## config.mk

```make
export PLATFORM = sky130hd
export DESIGN_NAME = usb_wb_bridge
export DESIGN_NICKNAME = d
export VERILOG_FILES = /design/src/rtl/usb_wb_bridge.sv
export SDC_FILE = /design/constraint.sdc
export NUM_CORES = 1
export LEC_CHECK = 0
export ABC_AREA = 1
export BUFFER_PORTS_ARGS = -buffer_cell sky130_fd_sc_hd__buf_2
export CAP_MARGIN = 20
export CORE_UTILIZATION = 45
export DETAILED_ROUTE_END_ITERATION = 7
export HOLD_SLACK_MARGIN = 0.1
export PLACE_DENSITY = 0.92
export RECOVER_POWER = 25
export SYNTH_ARGS = -nofsm -noshare
export SYNTH_HDL_FRONTEND = slang
export SYNTH_SLANG_ARGS = --single-unit
```

## constraint.sdc

```tcl
create_clock -name clk -period 1.35 [get_ports clk]
set_input_delay 0.135 -clock clk [delete_from_list [all_inputs] [get_ports clk]]
set_output_delay 0.135 -clock clk [all_outputs]
set_load 0.01 [all_outputs]
```

## src/rtl/usb_wb_bridge.sv

```systemverilog
// usb_wb_bridge: 32-bit Wishbone-style slave in front of the usb core.
// It decodes four address windows: core registers over the 16-bit bus_*
// handshake, the EP TX buffer (write-only), the EP RX buffer (read-only),
// and an unmapped window.
// Optional feature macro: USB_WB_TIMEOUT_EN. When defined, a stalled core
// access is aborted after TIMEOUT cycles without bus_ack.
module usb_wb_bridge #(
  parameter logic [3:0] ADDR_MSB = 4'h3,
  parameter int         TIMEOUT  = 255
) (
  input  logic        clk,
  input  logic        rst_n,
  input  logic [15:0] wb_addr,
  input  logic [31:0] wb_wdata,
  output logic [31:0] wb_rdata,
  input  logic        wb_we,
  input  logic        wb_cyc,
  output logic        wb_ack,
  output logic [15:0] bus_addr,
  output logic [15:0] bus_din,
  input  logic [15:0] bus_dout,
  output logic        bus_cyc,
  output logic        bus_we,
  input  logic        bus_ack,
  output logic [8:0]  ep_tx_addr_0,
  output logic [31:0] ep_tx_data_0,
  output logic        ep_tx_we_0,
  output logic [8:0]  ep_rx_addr_0,
  input  logic [31:0] ep_rx_data_1,
  output logic        ep_rx_re_0,
  output logic        err_timeout
);

  typedef enum logic [2:0] {IDLE, CORE, TXW, RXR, RXD, ACK} state_t;

  state_t      state, state_nxt;
  logic [11:0] addr_q;
  logic [31:0] wdata_q;
  logic        we_q;
  logic [31:0] rdata_q, rdata_nxt;
  logic        load;
  logic        abort;

  // Address bits 13:12 are don't-care inside every window.
  logic unused;
  assign unused = &{1'b0, wb_addr[13:12]};

  // A request is taken only from IDLE, which also gives the dead cycle
  // after every ack.
  assign load = (state == IDLE) && wb_cyc && !wb_ack;

  // Strobes are pure state decodes, so an async reset of the state
  // register drops them immediately.
  assign wb_ack       = (state == ACK);
  assign bus_cyc      = (state == CORE);
  assign ep_tx_we_0   = (state == TXW);
  assign ep_rx_re_0   = (state == RXR);
  assign wb_rdata     = wb_ack ? rdata_q : 32'h0;
  assign bus_addr     = {ADDR_MSB, addr_q};
  assign bus_din      = wdata_q[15:0];
  assign bus_we       = we_q;
  assign ep_tx_addr_0 = addr_q[8:0];
  assign ep_tx_data_0 = wdata_q;
  assign ep_rx_addr_0 = addr_q[8:0];

`ifdef USB_WB_TIMEOUT_EN
  logic [7:0] tmo_cnt;
  logic       err_q;

  // Expiry is the cycle the count would reach zero; bus_ack in that
  // same cycle takes priority.
  assign abort = (state == CORE) && !bus_ack && (tmo_cnt == 8'd1);
  assign err_timeout = err_q;

  // Timeout counter and sticky error flag.
  always_ff @(posedge clk or negedge rst_n) begin
    if (!rst_n) begin
      tmo_cnt <= 8'd0;
      err_q   <= 1'b0;
    end else begin
      if (load)
        tmo_cnt <= 8'(TIMEOUT);
      else if ((state == CORE) && !bus_ack)
        tmo_cnt <= tmo_cnt - 8'd1;
      if (abort)
        err_q <= 1'b1;
    end
  end
`else
  localparam int UNUSED_TIMEOUT = TIMEOUT;
  assign abort       = 1'b0;
  assign err_timeout = 1'b0;
`endif

  // State, request capture and read-data register.
  always_ff @(posedge clk or negedge rst_n) begin
    if (!rst_n) begin
      state   <= IDLE;
      addr_q  <= 12'h0;
      wdata_q <= 32'h0;
      we_q    <= 1'b0;
      rdata_q <= 32'h0;
    end else begin
      state   <= state_nxt;
      rdata_q <= rdata_nxt;
      if (load) begin
        addr_q  <= wb_addr[11:0];
        wdata_q <= wb_wdata;
        we_q    <= wb_we;
      end
    end
  end

  // Next-state and read-data selection; wb_cyc is ignored once a request
  // is taken so the core/EP access always completes.
  always_comb begin
    state_nxt = state;
    rdata_nxt = rdata_q;
    case (state)
      IDLE: begin
        if (load) begin
          rdata_nxt = 32'h0;
          case (wb_addr[15:14])
            2'b00:   state_nxt = CORE;
            2'b01:   state_nxt = wb_we ? TXW : ACK;
            2'b10:   state_nxt = wb_we ? ACK : RXR;
            default: state_nxt = ACK;
          endcase
        end
      end
      CORE: begin
        if (bus_ack) begin
          rdata_nxt = {16'h0, bus_dout};
          state_nxt = ACK;
        end else if (abort) begin
          rdata_nxt = 32'hFFFF_FFFF;
          state_nxt = ACK;
        end
      end
      TXW: state_nxt = ACK;
      RXR: state_nxt = RXD;
      RXD: begin
        rdata_nxt = ep_rx_data_1;
        state_nxt = ACK;
      end
      ACK:     state_nxt = IDLE;
      default: state_nxt = IDLE;
    endcase
  end

endmodule

```

==> results.yml <==
status:
  status: "finished, violations left"
  violations: "negative setup slack"
finish:
  layout_common_cells: "sky130_fd_sc_hd__buf_2, sky130_fd_sc_hd__nand2_1, sky130_fd_sc_hd__dlygate4sd3_1, sky130_fd_sc_hd__dfrtp_1, sky130_fd_sc_hd__nand2_2"
  finalInstanceArea_sq_um: 7300
  insertedDiodeCount: 0
  final.fill_count: 382
  flow.area_growth_from_synthesis_pct: 79.1
  final_nets: 935
  share_of_layout_cells_above_drive_strength_1_pct: 49.8
  final_cells: 947
  multiInputGateArea_sq_um: 2070
  finish.utilization_pct: 83.3
  area.sequential_sq_um: 2000
  mostFrequentLayoutCell: "sky130_fd_sc_hd__buf_2"
setup_path:
  timing.critical_path.depth: 9
  critPathSlowestCell: "sky130_fd_sc_hd__dfrtp_1"
  critPathCapture: "ep_tx_data_0[16]$_DFFE_PN0P_"
  critical-path-max-stage-delay_ns: 0.43
  timing.critical_path.max_delay_family: "simple AND/OR/NAND/NOR gates"
  worstRegToRegCells: 9
  critPathMaxFanout: 7
  nature_of_the_critical_path_startpoint: "register"
  worst-r2r-setup-slack_ns: -0.37
  crit_path_cell_trace: "buf_6, buf_6, nor2_4, nand2_4, inv_8, nand2_8, clkbuf_16, nand2_2, nand2_1"
  critical_path_arrival_ns: 1.94
  worst-endpoint-required_ns: 1.57
  cp_num_buf_inv: 4
  end_of_the_worst_register_to_register_path: "ep_tx_data_0[16]$_DFFE_PN0P_"
  critical_path.endpoint_type: "register"
  timing.critical_path.from: "state[0]$_DFFE_PN0P_"
  critPathKind: "reg -> reg"
  crit_path_frequent_cell: "sky130_fd_sc_hd__buf_6"
  r2r-start: "state[0]$_DFFE_PN0P_"
min_path:
  hp-start: "ep_rx_data_1[10]"
  hold_path_class: "in -> reg"
  whs_path_depth: 5
route:
  vias_per_cell: 5.45
  drt.antenna.violating_nets: 0
  average_detailed_routed_wire_length_per_instance_um: 20.6
  detail_route.iter0.violations: 313
  post-route-drc-count: 0
  vias: 5157
  totalWireLength_mm: 19.5
  detailedRoute.firstPassIterationCount: 5
yosys:
  post_synth_num_cell_types: 19
  seq_area_frac_synth_pct: 49.1
  yosys_register_bits: 80
  synth.cell_area_sq_um: 4080
  synth.yosys.warnings: 0
  postSynthCellCount: 532
  synth_area_leader_cell: "sky130_fd_sc_hd__dfrtp_1"
  synth.area.top_cells: "sky130_fd_sc_hd__dfrtp_1, sky130_fd_sc_hd__nand2_1, sky130_fd_sc_hd__buf_4"
  synth_top_area_share_pct: 49.1
  syn_area_per_cell_sq_um: 7.66
grt:
  vias_in_the_first_global_route: 4810
  first_pass_grt_wire_length_mm: 23.5
  grt_util_all_layers_pct: 31.9
  grt_max_degree: 33
  grt_remaining_overflow: 0
  grt_antenna_before_repair: 0
power_and_ir_drop:
  switching_share_pct: 46.3
  power.density_nw_per_um2: 2200
  irDropWorstVdd_mv: 1.09
  pwr-share-comb_pct: 59.3
  power.net_switching_mw: 7.43
  sequentialPowerShare_pct: 28.0
  pwr-share-clk_pct: 12.8
  total_power_mw: 16.1
  internal-power_mw: 8.62
  power.leakage_nw: 3.97
sta:
  fin_crit_ns: 1.72
  slew_headroom_pct: 53.9
  timing.clock.skew_ns: 0.0176
  max_clock_freq_ghz: 0.581
  final-setup-viol-count: 116
  fin_setup_tns_ns: -26.98
  period_utilization_post_route_pct: 127
  timing.final.hold_violations: 0
  grt_setup_unrepaired: "true"
  worstMarginPinSlew_ns: 0.692
  layout_setup_ws_ns: -0.370
  timing.hold.ws_ns: 0.109
  timing.final.max_slew_violations: 0
flow_run:
  cap_viol_max_count: 0
placement:
  dp_worst_setup_slack_ns: -0.0675
  dp_cells: 809
  routabilityCongestion: 0.796
  port_buffers: 213
  post_dp_area_sq_um: 5000
  hpwlAfterDp_mm: 7.39
floorplanning:
  die_h_um: 97.2
  pin_count: 221
  fp.coreArea_sq_um: 8760
  die_area_sq_um: 9450
  initial_core_util_pct: 46.5
  std_cell_rows: 34
  die_width_um: 97.2
cts:
  htree_levels: 3
  clkSlewWorstSetupHoldPaths_ns: 0.10
  clock_tree.buffer_depth: 2
  cts_tree: "built"
  clkLatencyLatePin_ns: 0.36
  numClockSinks: 80
  root_buffer: "sky130_fd_sc_hd__clkbuf_8"
  cts_inserted_buffers: 9
==> synthesized netlist by cell type, drive strengths merged <==
| library cell | number |
|---|---|
| nand2 | 248 |
| dfrtp | 80 |
| buf | 58 |
| nand3 | 50 |
| inv | 42 |
| nor2 | 42 |
| clkbuf | 6 |
| conb | 2 |
| nor3 | 2 |
| a21oi | 1 |
| o21ai | 1 |
==> metal layers <==
layer  global-route usage (%)  wire length, um  up-vias
met2                     61.2             9740      438
met4                     16.5             1530        0
met1                     31.9             6340     2410
li1                         -                -     2157
met5                        0                0        -
met3                     6.98             1900      152
==> logic make-up after synthesis <==
| family | after synthesis | share of synthesized area (%) |
|---|---|---|
| other cells | 2 | 0.184 |
| simple gates | 342 | 34.1 |
| buf+inv | 106 | 16.4 |
| flops | 80 | 49.1 |
| compound gates | 2 | 0.245 |
==> worst reg2reg max path, stage by stage, from the launching register on <==
cell                        delay (ns)
sky130_fd_sc_hd__dfrtp_1          0.43
sky130_fd_sc_hd__buf_6            0.14
sky130_fd_sc_hd__buf_6            0.12
sky130_fd_sc_hd__nor2_4           0.17
sky130_fd_sc_hd__nand2_4          0.11
sky130_fd_sc_hd__inv_8            0.10
sky130_fd_sc_hd__nand2_8          0.11
sky130_fd_sc_hd__clkbuf_16        0.21
sky130_fd_sc_hd__nand2_2          0.07
sky130_fd_sc_hd__nand2_1          0.12
==> what timing repair did <==
item                                    4_1_cts  5_1_grt
endpoints found under the setup margin       97      116
hold endpoints to repair                    158        0
resized for setup                            47      177
setup buffers                                16        7
gates cloned                                  5        5
hold buffers                                 93        0
pin swaps                                     4       33
==> state kept, by name, summed over array words and instances, names as in the netlist <==
name / cells
rdata_q: 32
state: 3
bus_we: 1
addr_q: 12
ep_tx_data_0: 32
==> power by group through the flow <==
stage	Combinational [mW]	Sequential, mW	Clock, mW
after floorplan	3.94	4.26	0
after global placement	5.60	3.99	0
after detailed placement	5.75	4.04	0
after CTS	7.11	4.02	1.98
after global routing	10.0	4.55	2.17
final	9.52	4.49	2.05
==> worst min-delay path by stage <==
stage	slack, ns	to
2_1_floorplan	-0.16	addr_q[0]$_DFFE_PN0P_
3_3_place_gp	0.07	addr_q[7]$_DFFE_PN0P_
3_5_place_dp	0.08	addr_q[7]$_DFFE_PN0P_
4_1_cts	0.10	rdata_q[14]$_DFFE_PN0P_
5_1_grt	0.13	rdata_q[15]$_DFFE_PN0P_
6_report	0.11	rdata_q[10]$_DFFE_PN0P_
==> area by class of cell <==
type	count	share of cell area, %
Clock inverter	6	1.27
Clock buffer	10	1.75
Timing Repair Buffer	352	37.0
Inverter	42	2.40
Tap cell	108	1.85
Multi-Input combinational cell	349	28.3
Sequential cell	80	27.5
Power figures use the tool's default switching activity.
